===== config.mk =====
export PLATFORM = sky130hd
export DESIGN_NAME = div47_digit_serial
export DESIGN_NICKNAME = d
export VERILOG_FILES = /design/src/rtl/div_const_pkg.sv /design/src/rtl/div47_step.sv /design/src/rtl/div47_digit_serial.sv
export SDC_FILE = /design/constraint.sdc
export NUM_CORES = 1
export LEC_CHECK = 0
export CAP_MARGIN = 20
export CORE_MARGIN = 1.5
export CORE_UTILIZATION = 40
export DETAILED_ROUTE_END_ITERATION = 12
export RECOVER_POWER = 100
export SYNTH_ARGS = -nofsm -noshare
export SYNTH_HDL_FRONTEND = slang
export SYNTH_HIERARCHICAL = 1
export SYNTH_SLANG_ARGS = --single-unit
export TNS_END_PERCENT = 50

===== constraint.sdc =====
create_clock -name clk -period 17.8 [get_ports clk]
set_clock_uncertainty 0.05 [all_clocks]
set_input_delay 4.45 -clock clk [delete_from_list [all_inputs] [get_ports clk]]
set_output_delay 4.45 -clock clk [all_outputs]
set_load 0.05 [all_outputs]

===== src/rtl/div_const_pkg.sv =====
// Shared constants, types and FSM encoding for the 60/47 digit-serial divider family.
package div_const_pkg;

  localparam int unsigned DIVIDEND_W = 60;
  localparam int unsigned DIGIT_W    = 6;
  localparam int unsigned DIVISOR    = 47;
  localparam int unsigned NDIG       = DIVIDEND_W / DIGIT_W;
  localparam int unsigned CNT_W      = $clog2(NDIG);

  localparam logic [CNT_W-1:0] LAST_CNT = CNT_W'(NDIG - 1);

  typedef logic [DIGIT_W-1:0]   digit_t;
  typedef logic [DIGIT_W-1:0]   rem_t;
  typedef logic [2*DIGIT_W-1:0] step_in_t;

  typedef enum logic [1:0] {IDLE, BUSY, DONE} state_t;

endpackage


===== src/rtl/div47_step.sv =====
// One radix-64 division step: {r, d} / 47 -> quotient digit and next remainder.
module div47_step
  import div_const_pkg::*;
(
  input  step_in_t i_step,
  output digit_t   o_qd,
  output rem_t     o_rem
);

  localparam step_in_t DivExt = step_in_t'(DIVISOR);

  step_in_t w_acc;

  // Compare-subtract chain; r < 47 on entry guarantees the quotient fits in DIGIT_W bits.
  always_comb begin
    w_acc = i_step;
    o_qd  = '0;
    for (int i = DIGIT_W - 1; i >= 0; i--) begin
      if (w_acc >= (DivExt << i)) begin
        w_acc   = w_acc - (DivExt << i);
        o_qd[i] = 1'b1;
      end
    end
  end

  assign o_rem = w_acc[DIGIT_W-1:0];

endmodule


===== src/rtl/div47_digit_serial.sv =====
// Digit-serial 60-bit / 47 divider, MSB digit first, valid/ready on both sides.
// Define DIV_REM_OUT_EN to expose the final remainder on out_r.
module div47_digit_serial
  import div_const_pkg::*;
(
  input  logic                  clk,
  input  logic                  rst,
  input  logic                  in_valid,
  output logic                  in_ready,
  input  logic [DIVIDEND_W-1:0] in_x,
  output logic                  out_valid,
  input  logic                  out_ready,
  output logic [DIVIDEND_W-1:0] out_q
`ifdef DIV_REM_OUT_EN
  ,
  output logic [DIGIT_W-1:0]    out_r
`endif
);

  state_t                r_state;
  state_t                w_state_next;
  logic [DIVIDEND_W-1:0] r_shift;
  logic [DIVIDEND_W-1:0] r_quo;
  rem_t                  r_rem;
  logic [CNT_W-1:0]      r_cnt;
  logic                  r_out_valid;
  logic [DIVIDEND_W-1:0] r_out_q;
`ifdef DIV_REM_OUT_EN
  rem_t                  r_out_r;
`endif

  digit_t w_qd;
  rem_t   w_rem_next;
  logic   w_last;

  div47_step u_step (
    .i_step ({r_rem, r_shift[DIVIDEND_W-1 -: DIGIT_W]}),
    .o_qd   (w_qd),
    .o_rem  (w_rem_next)
  );

  always_ff @(posedge clk) begin
    if (rst) begin
      r_state <= IDLE;
    end else begin
      r_state <= w_state_next;
    end
  end

  always_comb begin
    w_state_next = r_state;
    w_last       = (r_cnt == LAST_CNT);
    unique case (r_state)
      IDLE:    if (in_valid) w_state_next = BUSY;
      BUSY:    if (w_last) w_state_next = DONE;
      DONE:    if (out_ready) w_state_next = IDLE;
      default: w_state_next = IDLE;
    endcase
  end

  always_ff @(posedge clk) begin
    if (rst) begin
      r_shift     <= '0;
      r_quo       <= '0;
      r_rem       <= '0;
      r_cnt       <= '0;
      r_out_valid <= 1'b0;
      r_out_q     <= '0;
`ifdef DIV_REM_OUT_EN
      r_out_r     <= '0;
`endif
    end else begin
      unique case (r_state)
        IDLE: begin
          if (in_valid) begin
            r_shift <= in_x;
            r_rem   <= '0;
            r_cnt   <= '0;
          end
        end
        BUSY: begin
          r_shift <= r_shift << DIGIT_W;
          r_quo   <= {r_quo[DIVIDEND_W-DIGIT_W-1:0], w_qd};
          r_rem   <= w_rem_next;
          r_cnt   <= r_cnt + 1'b1;
          // Outputs only update on the final digit so they hold while out_valid is low.
          if (w_last) begin
            r_out_valid <= 1'b1;
            r_out_q     <= {r_quo[DIVIDEND_W-DIGIT_W-1:0], w_qd};
`ifdef DIV_REM_OUT_EN
            r_out_r     <= w_rem_next;
`endif
          end
        end
        DONE: begin
          if (out_ready) r_out_valid <= 1'b0;
        end
        default: ;
      endcase
    end
  end

  assign in_ready  = (r_state == IDLE);
  assign out_valid = r_out_valid;
  assign out_q     = r_out_q;
`ifdef DIV_REM_OUT_EN
  assign out_r     = r_out_r;
`endif

endmodule


==> results summary, run 1 <==
The path length in cells of the critical path is 3. The total negative setup slack is 0 ps. The register-to-register path setup slack came out at between 9000 and 10000 ps.

The class of the tightest hold or removal check is flop to flop. The initial antenna violation count came out at 0. The via total after detailed routing came out at 9359.

The count of buffers added by post-CTS timing repair for setup came out at 0. The Yosys step of the flow raised 6 warnings. The number of cells on the worst hold path came out at 2. The run finished, with violations left. The number of non-filler instances in the completed layout is between 1500 and 2000. The largest stage delay on the critical path is around 3000 ps. In the final layout, the share of cells above drive strength 1 is 0.0765. Buffers inserted to repair hold after CTS numbered 0. The count of buffer and inverter cells on the critical path came out at 2.

The final wirelength came out at about 27 mm. The largest buffer count on any clock path came out at 2. In this run the cell area measured after placement is 11500 µm².

Clock tree synthesis selected as its root buffer the cell sky130_fd_sc_hd__clkbuf_16. The CTS buffer count is 17. The number of iterations in the first detailed-routing pass is 4.

The effective utilization at floorplan came out at 0.409. The most common cell type on the critical path is sky130_fd_sc_hd__clkbuf_1. The worst relative slew slack is -1.92. For the worst-skew pair, the clock arrives at the later sink with an insertion delay of ~430 ps.

The clock tree synthesis step divided the H-tree into 4 levels. The remaining global-route overflow is 0. The final routed wire length divided by cell count came out at between 15 and 20 µm. The die covers about 27000 µm².

The most used flip-flop cell after synthesis is sky130_fd_sc_hd__dfxtp_1. Relative to the synthesized area, the layout overhead comes to 16.8%. The number of cells on the worst reg-to-reg path is 26. The largest net degree at the start of global routing is between 100 and 150. The area of the mapped netlist is 10300 µm². The actual transition at the worst max-transition pin is 4380 ps. The number of top-level design ports is 126. In this run the power density over the cells is 147 nW/µm². The largest driver fanout on the critical path is roughly 100. The number of enable flip-flop cells after synthesis came out at 0.

The final reports fail on max-capacitance violations, max-slew violations. The number of global-route vias before repair is between 8000 and 9000. The distinct cell type count of the synthesized netlist is 94. The largest individual stage delay along the critical path comes from the cell sky130_fd_sc_hd__clkbuf_1.

The max-cap violation count is 2. Once detail routing completed, the nets flagged for antenna violations numbered 0. The detail-routed via count per cell came out at 5.58. The data arrival time of the critical path came out at between 10000 and 15000 ps. The largest vdd supply drop is around 0.0001 V.

The time the worst path needs with I/O delays and setup is between 10000 and 15000 ps. The cell row count is a little under 60. Once the clock tree was built, the resizer swapped 0 gates to a different size.

The number of placed cells counting well taps came out at 1644. Yosys attributes the largest share of cell area to sky130_fd_sc_hd__dfxtp_1 (36%), sky130_fd_sc_hd__a21oi_1 (9.3%), sky130_fd_sc_hd__nand2_1 (5.0%). The number of slew-limit violations in the final report came to 191.

The total clock sinks is 187. Traced cell by cell, the critical path runs through clkbuf_1 -> clkbuf_1 -> nor2_1. The final-layout fill cell count is roughly 2600. The share of the Yosys chip area taken by registers is 0.362. The sort of element at the start of the critical path is an input pin.

The utilization after layout came out at 0.478. The die outline height came out at approximately 160 µm. The leakage component of the power came out at 0.00426 µW. The category of the most critical setup path is input pin to flop. The post-synthesis register bit count is 187. The first-pass GRT wire length came out at about 45 mm. The number of nets produced by synthesis came out at 1369. The area share of the leading cell type in the synthesized netlist is 0.362. STA puts the critical path data required time at between 15000 and 20000 ps.

TritonCTS built the clock tree. The weighted congestion reported at the end of routability-driven placement is about 0.87. Timing would allow up to between 0.09 and 0.1 GHz.

Each instance of the synthesized netlist takes up on average around 8 µm². The DRC violation total after the first TritonRoute iteration came out at between 800 and 900. The overall die width came out at ~160 µm. The HPWL after detailed placement came out at 17.6 mm. The count of endpoints failing hold in the final timing report came to 0.

Setup repair after global routing left no endpoint under its margin. The cell family with the largest share of critical-path delay is buffers and inverters. Across every metal layer, demand over resource in global routing totals 0.205. In the routed design, unresolved DRC markers number 0. The library cell with the largest summed area after synthesis is sky130_fd_sc_hd__dfxtp_1. Setup violations remaining at the end of the flow were counted as 0. The endpoint kind of the worst setup timing path is a flop. With fillers left out, the area of the finished cells amounts to ~12000 µm². At the placement stage, the worst setup path has a slack of 9890 ps. Input and output buffers added on the ports amount to approximately 130. Once routing completed, OpenROAD measured the worst setup slack at ~7200 ps. The post-synthesis async set-or-reset flop share came out at 0. The post-CTS clock slew at the launch and capture registers of the worst setup and hold paths is roughly 70 ps. In this run the standard cell core region covers roughly 25000 µm². The number of standard cells after synthesis came out at 1297. The final critical-path share of the clock period is 0.597. The net count reported at finish is between 1000 and 1500.
[logic make-up (layout without fill, tap and decap cells)]
kind of cell,count (synthesis),count (layout),share of synthesized area
other,0,1,0
XOR/XNOR,21,21,0.0178
multiplexers,20,20,0.0216
AND/OR/NAND/NOR,556,556,0.287
buffers and inverters,124,173,0.0634
adder cells (fa/ha/maj),8,8,0.00969
AO/OA/AOI/OAI,381,381,0.238
flip-flops,187,187,0.362
[worst paths after layout]
check | from | end
setup / recovery | rst | r_cnt[0]
hold / removal | r_quo[48] | r_quo[48]
setup reg to reg | r_rem[1] | r_rem[1]
hold reg to reg | r_quo[48] | r_quo[48]
[worst reg2reg max path, stage by stage, from the launching register on]
cell                       delay, ps
sky130_fd_sc_hd__dfxtp_1         690
sky130_fd_sc_hd__and4_1          350
sky130_fd_sc_hd__a21oi_2         120
sky130_fd_sc_hd__xnor2_1         400
sky130_fd_sc_hd__ha_1            330
sky130_fd_sc_hd__o21ai_1         150
sky130_fd_sc_hd__a31oi_4         300
sky130_fd_sc_hd__o21a_1          290
sky130_fd_sc_hd__nor2_1          110
sky130_fd_sc_hd__xnor2_1         190
sky130_fd_sc_hd__ha_1            350
sky130_fd_sc_hd__nand2_1          70
sky130_fd_sc_hd__or4_1           400
sky130_fd_sc_hd__o211ai_1        140
sky130_fd_sc_hd__nand3b_1        130
sky130_fd_sc_hd__mux2_4          320
sky130_fd_sc_hd__or3_1           410
sky130_fd_sc_hd__o221ai_2        410
sky130_fd_sc_hd__mux2i_1         540
sky130_fd_sc_hd__nand3_1         140
sky130_fd_sc_hd__o41ai_1         350
sky130_fd_sc_hd__o211ai_1        150
sky130_fd_sc_hd__a211oi_1        730
sky130_fd_sc_hd__o31ai_4         240
sky130_fd_sc_hd__mux2_1          370
sky130_fd_sc_hd__a22oi_1         150
sky130_fd_sc_hd__nor2_1           60
[layout make-up]
cell class                 count  area (µm²)  share of cell area
inverter                       6        22.5             0.00187
sequential                   187        3750               0.311
tap                          330         413              0.0342
timing repair buffer         135        1320               0.109
antenna                        1        2.50            0.000207
clock buffer                  17         425              0.0352
clock inverter                15         201              0.0167
multi-input combinational    986        5940               0.492
[Yosys cell counts, drive strengths merged (4+ instances only)]
master,count
o21a,9
o31ai,64
a21oi,194
nor3,67
or2,5
o211ai,5
or2b,6
o221ai,4
nand3,70
nor2b,16
nor2,89
clkbuf,48
a21boi,4
a211oi,8
buf,70
o21ai,18
xnor2,12
inv,6
a21o,4
or3b,56
mux2i,11
nand3b,11
o22ai,12
or3,7
and3,7
nand2b,59
mux2,9
ha,8
a22oi,8
a31oi,9
a211o,5
xor2,9
and2,6
nand4,5
dfxtp,187
nand2,140
[power breakdown]
part	internal (µW)	switching, µW
clock network	216	186
registers	441	29.2
logic	357	544
[metal layers]
metal	wire length, µm	vias to the layer above	share of wire	track usage
met5	0	-	0	0
met4	388	0	0.014	0.0545
met3	1260	21	0.046	0.0427
met2	12500	178	0.46	0.321
met1	13300	4422	0.48	0.284
li1	-	4738	-	-
[placed cells by master, fill, tap and decap left out, types with 11 or more instances in the layout]
master,n
sky130_fd_sc_hd__a21oi_1,192
sky130_fd_sc_hd__clkbuf_16,17
sky130_fd_sc_hd__clkdlybuf4s50_1,62
sky130_fd_sc_hd__dfxtp_1,184
sky130_fd_sc_hd__dlygate4sd3_1,62
sky130_fd_sc_hd__mux2i_1,11
sky130_fd_sc_hd__nand2_1,138
sky130_fd_sc_hd__nand2b_1,58
sky130_fd_sc_hd__nand3_1,69
sky130_fd_sc_hd__nand3b_1,11
sky130_fd_sc_hd__nor2_1,88
sky130_fd_sc_hd__nor2b_1,16
sky130_fd_sc_hd__nor3_1,64
sky130_fd_sc_hd__o21ai_0,11
sky130_fd_sc_hd__o22ai_1,11
sky130_fd_sc_hd__o31ai_1,62
sky130_fd_sc_hd__or3b_1,36
sky130_fd_sc_hd__or3b_2,19
sky130_fd_sc_hd__xnor2_1,12
[sequential cells by signal (all words and copies together) (netlist names)]
signal,flops
r_cnt,4
out_q,60
r_quo,54
out_valid,1
r_state,2
r_rem,6
r_shift,60
[metrics by stage]
stage	power [µW]	hold slack (ps)
after detailed placement	1370	400
after floorplan	1200	387
final	1770	408
after global routing	1890	425
after global placement	1380	393
after CTS	1780	410
(Power assumes the default switching activity.)
==> run 2: changes to the inputs <==
Clock period 17.8 ns to 9.6 ns, I/O delays scaled along.
==> run 2 against run 1 <==
Against the previous run:
- the flow still finishes with violations (max-capacitance violations, max-slew violations)
- critical path depth rose by 24
- worst setup slack got worse by 5800 ps
- die area did not move
- hold slack improved by 1.2 ps
- flip-flop and latch count did not move
- first-iteration DRC count rose by 3.0%
- clock power rose by 92%
- total power rose by 86%
- routed wire length barely moved
==> results summary, run 2 (synthesis gave the netlist of run 1 again) <==
The total negative setup slack is 0 ps (unchanged). The register-to-register path setup slack came out at 1350 ps (-8280 ps). The min-delay analysis places its worst path in the category flop to flop.

The deepest level of the CTS H-tree is 4 (unchanged). The final wirelength is 27.5 mm (about the same). The number of iterations in the first detailed-routing pass is 5 (+1). The first-pass GRT wire length was 45.5 mm (+1.4%). The sequential cell fraction of total power came out at 0.263 (-0.002). The count of cells resized by post-cts repair came out at 0 (unchanged). The HPWL after detailed placement was 17.6 mm (-0.16%). The worst path needs a little over 8000 ps of the cycle, external delays included. The proportion of power drawn by the clock network is 0.233 (+0.007). The leakage component of the power was 0.00429 µW (+0.58%).

The DRC violations left came to 0 (unchanged). The combinational cell fraction of total power came out at 0.504 (-0.005). The total power divided by cell area came out at 273 nW/µm² (+86%). The critical path is of the flop to flop type. Setup repair after global routing left no endpoint under its margin. The final setup violation count is 0 (unchanged). The multi-input combinational cell area came to 5930 µm² (-0.19%).

The data arrival time of the critical path is 8440 ps (-2290 ps). Leaving out fill and tap cells, the most frequent cells in the layout are sky130_fd_sc_hd__a21oi_1 (192), sky130_fd_sc_hd__dfxtp_1 (184), sky130_fd_sc_hd__nand2_1 (138). The internal power of the cells is 1860 µW (+83%). The largest buffer count on any clock path is 2 (unchanged).

The final routed wire length divided by cell count came out at 16.4 µm (about the same). The via total after detailed routing is 9372 (+0.14%). The overall die width is 164 µm (unchanged). The total inserted antenna cells is 0 (-1).

The layout overhead on the synthesized area came out at 17.1%. The count of buffers added by post-CTS timing repair for setup is 0 (unchanged). The max-cap violation count is 2 (unchanged). The detail-routed via count per cell came out at 5.59 (+0.14%). Clock tree synthesis selected as its root buffer the cell sky130_fd_sc_hd__clkbuf_16.

The number of global-route vias before repair came to 8675 (+0.99%). The worst relative slew slack came out at -1.90 (+0.0223). The post-CTS clock slew at the launch and capture registers of the worst setup and hold paths is 100 ps (+30 ps). The highest clock rate came out at between 0.1 and 0.15 GHz. The final-layout fill cell count is 2540 (-0.70%). The core box area came to 25300 µm² (unchanged).

The most common cell after layout, fill and taps aside is sky130_fd_sc_hd__a21oi_1. The number of slew-limit violations in the final report is 191 (unchanged). The total clock sinks came to 187 (unchanged).

The TritonCTS clock tree is built. The weighted congestion reported at the end of routability-driven placement is 0.870 (-0.50%). The all-layer global routing usage is 0.206 (+0.000890). The largest vdd supply drop came to 0.000162 V (+58%). The number of top-level design ports is 126 (unchanged). The largest driver fanout on the critical path came out at 20 (-80%). The combined flip-flop and latch cell area is 3750 µm² (unchanged). The number of hold buffers added after CTS is 0 (unchanged). The fraction of power spent switching nets was 0.438 (+0.0102). The net count reported at finish is 1406 (+0.071%). The remaining number of nets flagged by the antenna check after routing is 0 (unchanged). Of the available clock period, the critical path in the final layout requires 0.859. STA classifies the critical path startpoint as a flop. The flow ran to the end, but the final reports show violations. The clock network latency to the later pin of the worst-skew pair came to 430 ps (about the same).

The largest net degree at the start of global routing came out at 110 (+5.8%). The actual transition at the worst max-transition pin is 4340 ps (-33.4 ps). The finished layout cell area is 12100 µm² (+0.19%).

The cell row count came to 58 (unchanged). The share of post-route cells with drive strength above 1 is 0.0780 (+0.00143). The initial antenna violation count is 0 (unchanged).

The CTS buffer count came to 17 (unchanged). The count of endpoints failing hold in the final timing report is 0 (unchanged). The die outline height came out at 164 µm (unchanged). The effective utilization at floorplan is 0.409 (unchanged). The cell area reported after detailed placement is 11500 µm² (about the same). The remaining global-route overflow came out at 0 (unchanged). The net switching power figure is 1450 µW (+91%). The count of input and output buffers came out at 125 (unchanged). The required arrival time at the worst endpoint is 9790 ps (-8120 ps). The floorplan die area is 26800 µm² (unchanged). STA classifies the critical path endpoint as a flop. The final reports fail on max-capacitance violations, max-slew violations. The DRC violation total after the first TritonRoute iteration came out at 864 (+3.0%).
run 2: changes by cell type in the layout (fill, tap and decap cells not counted), sizes merged:
cell,before,now
inv,13,17
bufinv,2,0
clkinvlp,2,0
buf,9,10
diode,1,0
run 2: power groups by stage:
stage | registers (µW) | logic, µW | clock network, µW
2_1_floorplan | 854 | 1370 | 0
3_5_place_dp | 888 | 1660 | 0
6_report | 871 | 1670 | 769
5_1_grt | 879 | 1840 | 815
3_3_place_gp | 887 | 1680 | 0
4_1_cts | 870 | 1680 | 786
run 2: final timing paths:
path,cells past startpoint,endpoint,startpoint
worst max register to register,27,r_rem[1],r_rem[1]
worst max-delay path,27,r_rem[1],r_rem[1]
worst min register to register,2,r_quo[17],r_quo[11]
worst min-delay path,2,r_quo[17],r_quo[11]
run 2: stage by stage:
stage / setup WS [ps] / utilization / hold slack, ps / total power [µW] / std cells
2_1_floorplan: 2810 / - / 387 / 2220 / 1297
3_5_place_dp: 1900 / 0.454 / 398 / 2550 / 1645
6_report: 1350 / 0.479 / 409 / 3300 / 1677
4_1_cts: 1880 / 0.480 / 410 / 3330 / 1677
5_1_grt: 597 / 0.479 / 432 / 3540 / 1677
3_3_place_gp: 1990 / 0.454 / 394 / 2560 / 1645
run 2: final cells by class:
type,count,area share
multi-input cells,986,0.490
repair buffers,136,0.110
well taps,330,0.0341
inverters,6,0.00186
clock inverters,15,0.0189
flip-flops and latches,187,0.310
clock buffers,17,0.0352
run 2: critical path: stages, from the launching register on:
cell,delay (ps)
sky130_fd_sc_hd__dfxtp_1,700
sky130_fd_sc_hd__and4_1,340
sky130_fd_sc_hd__a21oi_2,120
sky130_fd_sc_hd__xnor2_1,390
sky130_fd_sc_hd__ha_1,310
sky130_fd_sc_hd__o21ai_1,140
sky130_fd_sc_hd__a31oi_4,310
sky130_fd_sc_hd__o21a_1,290
sky130_fd_sc_hd__nor2_1,120
sky130_fd_sc_hd__xnor2_1,190
sky130_fd_sc_hd__ha_1,350
sky130_fd_sc_hd__nand2_1,90
sky130_fd_sc_hd__a211oi_1,240
sky130_fd_sc_hd__nor2_1,140
sky130_fd_sc_hd__nor4_1,190
sky130_fd_sc_hd__a21o_1,120
sky130_fd_sc_hd__a32o_1,420
sky130_fd_sc_hd__a2111oi_0,150
sky130_fd_sc_hd__a211o_1,340
sky130_fd_sc_hd__or4_1,670
sky130_fd_sc_hd__nor3_1,830
sky130_fd_sc_hd__xnor2_1,220
sky130_fd_sc_hd__ha_1,230
sky130_fd_sc_hd__nand3_1,140
sky130_fd_sc_hd__o31ai_4,410
sky130_fd_sc_hd__mux2_1,360
sky130_fd_sc_hd__a22oi_1,150
sky130_fd_sc_hd__nor2_1,50
run 2: per-layer routing:
layer	vias to the layer above	routed length [µm]	GRT usage
met4	0	487	0.0541
met1	4394	13300	0.286
met2	214	12500	0.322
li1	4734	-	-
met5	-	0	0
met3	30	1270	0.0424
==> run 3: changes to the inputs <==
Settings changed: CORE_UTILIZATION 40 to 25.
==> run 3 against run 2 <==
Against the previous run:
- hold slack gained 0.74 ps
- the run still ends with max-capacitance violations, max-slew violations left
- clock power is essentially flat
- flip-flop and latch count is the same
- sequential power is essentially flat
- critical endpoint unchanged
- critical path type unchanged
- routed wire length grew 6.1%
- highest routed layer unchanged
- largest cell class unchanged
- sequential share of layout area shrank 0.50 points
- global-route usage shrank 6.8 points
==> results summary, run 3 (synthesis gave the netlist of run 1 again) <==
The deepest level of the CTS H-tree is 4 (unchanged). The post-layout total power came out at 3330 µW (+0.74%). The library cell contributing the largest single delay on the critical path is sky130_fd_sc_hd__a221oi_1. The via total after detailed routing was 9548 (+1.9%).

The cell row count came out at 74 (+28%). The detail-routed via count per cell is 5.08 (-9.0%). The number of hold buffers added after CTS came to 0 (unchanged). In this run the clock root is driven by a sky130_fd_sc_hd__clkbuf_16.

The endpoint kind of the worst setup timing path is a flop. The initial antenna violation count came to 0 (unchanged). The final critical-path share of the clock period came to 0.881 (+0.0215). The finished layout cell area is 12300 µm² (+1.6%). The floorplan die area came out at 42600 µm² (+59%).

The final wirelength is 29.2 mm (+6.1%). The count of buffers added by post-CTS timing repair for setup came out at 0 (unchanged). The data arrival time of the critical path is 8700 ps (+260 ps).

The net count reported at finish is 1405 (-0.071%). The overall die width is 206 µm (+26%). The number of cells on the worst hold path is 2 (unchanged). The first-pass GRT wire length is 47.3 mm (+4.0%).

The share of post-route cells with drive strength above 1 came out at 0.0721 (-0.00589). The time the worst path needs with I/O delays and setup was 8450 ps (+206 ps). The DRC violation total after the first TritonRoute iteration came to 628 (-27%).

The worst hold path terminates at r_quo[53]. The remaining global-route overflow came out at 0 (unchanged). Leaving out fill and tap cells, the most frequent cells in the layout are sky130_fd_sc_hd__a21oi_1 (193), sky130_fd_sc_hd__dfxtp_1 (184), sky130_fd_sc_hd__nand2_1 (138). The total negative setup slack is 0 ps (unchanged).

The largest stage delay on the critical path came to 860 ps (+30 ps). In this run the critical register-to-register path is captured at r_rem[1]. The CTS buffer count came out at 17 (unchanged). The number of placed cells counting well taps came out at 1846 (+12%). The final setup violation count was 0 (unchanged).

The DRC violations left came out at 0 (unchanged). The total clock sinks was 187 (unchanged). The worst hold path begins at r_quo[53]. The number of slew-limit violations in the final report is 401 (+110%). The worst relative slew slack came to -1.49 (+0.401).

The weighted congestion reported at the end of routability-driven placement came out at 0.803 (-7.7%). The largest net degree at the start of global routing is 112 (+1.8%). The total inserted antenna cells came out at 0 (unchanged). The class of the tightest hold or removal check is flop to flop. The count of cells resized by post-cts repair came out at 0 (unchanged). The cell area reported after detailed placement is 11700 µm² (+2.1%). The highest clock rate came out at 0.118 GHz (-2.4%). The count of input and output buffers came to 125 (unchanged).

The largest buffer count on any clock path came out at 2 (unchanged). The required arrival time at the worst endpoint came out at 9850 ps (+60 ps). The actual transition at the worst max-transition pin is 3740 ps (-602 ps). The largest driver fanout on the critical path came to 20 (unchanged). The number of global-route vias before repair is 9004 (+3.8%).

Setup repair after global routing left no endpoint under its margin. The die outline height is 206 µm (+26%). The final routed wire length divided by cell count is 15.5 µm (-5.2%).

The post-CTS clock slew at the launch and capture registers of the worst setup and hold paths is 70 ps (-30 ps). The leakage component of the power came to 0.00427 µW (-0.49%). The depth of the worst register-to-register path came out at 27 (unchanged). The flow ran to the end, but the final reports show violations. The total power divided by cell area came out at 271 nW/µm² (-0.87%). The effective utilization at floorplan is 0.253 (-0.156). From synthesis to final layout, the design area changed by 19.0%. The count of endpoints failing hold in the final timing report came out at 0 (unchanged). The core box area is 40800 µm² (+62%). The number of non-filler instances in the completed layout is 1878 (+12%). The register-to-register path setup slack came out at 1150 ps (-210 ps). The critical path is of the flop to flop type. The largest vdd supply drop came out at 0.000178 V (+9.7%).

The HPWL after detailed placement came to 19.3 mm (+9.4%). Leaving out fill and tap cells, the most frequent cell in the layout is sky130_fd_sc_hd__a21oi_1. The all-layer global routing usage was 0.137 (-0.0683). The clock network latency to the later pin of the worst-skew pair came out at 450 ps (+20 ps).

In this run the critical register-to-register path is launched from r_rem[1]. The checks that failed: max-capacitance violations, max-slew violations. The number of iterations in the first detailed-routing pass came out at 7 (+2). The remaining number of nets flagged by the antenna check after routing came to 0 (unchanged). STA classifies the critical path startpoint as a flop.

TritonCTS built the clock tree. The max-cap violation count is 6 (+4). The number of top-level design ports is 126 (unchanged).
## run 3: cell count changes in the layout (fill, tap and decap cells not counted), sizes merged
cell | previous run | this run
buf | 10 | 6
inv | 17 | 12
clkdlybuf4s50 | 62 | 61
dlygate4sd3 | 62 | 63
clkbuf | 19 | 24
bufinv | 0 | 3
## run 3: power breakdown
part	switching [µW]	internal, µW
Combinational	1030	664
Clock	337	432
Sequential	52.2	817
## run 3: through the flow
stage               utilization  setup slack [ps]  hold slack (ps)
CTS                       0.302              1610              412
global placement          0.287              1750              395
floorplan                     -              2810              387
finish                    0.301              1150              410
global route              0.301               472              434
detailed placement        0.287              1620              400
## run 3: worst max path at each step
| stage | slack [ps] | to | startpoint |
|---|---|---|---|
| floorplan | 2810 | r_rem[1] | r_rem[4] |
| global placement | 1750 | r_rem[1] | r_rem[1] |
| detailed placement | 1620 | r_rem[1] | r_rem[1] |
| CTS | 1610 | r_rem[1] | r_rem[1] |
| global route | 470 | r_rem[1] | r_rem[1] |
| finish | 1150 | r_rem[1] | r_rem[1] |
## run 3: layout make-up
type / count / area (µm²)
inverters: 6 / 22.5
clock buffers: 19 / 453
clock inverters: 13 / 180
fillers: 4356 / 28500
flip-flops and latches: 187 / 3750
well taps: 532 / 666
repair buffers: 135 / 1310
multi-input cells: 986 / 5910
## run 3: critical path, delay by kind of cell, from the launching register on
family                     cells  cell delay (ps)
DFF                            1              690
adders and majority gates      3              940
AOI/OAI and AO/OA              9             3020
muxes                          2              680
and+or+nand+nor               10             2100
xor gates and xnor gates       3              820
## run 3: per-layer routing
layer  routed length (µm)  GRT usage  up-vias  part of all wire
li1                     -          -     4717                 -
met1                13500      0.185     4551              0.46
met2                13700      0.218      253              0.47
met3                 1540     0.0317       27             0.053
met4                  396     0.0378        0             0.014
met5                    0          0        -                 0
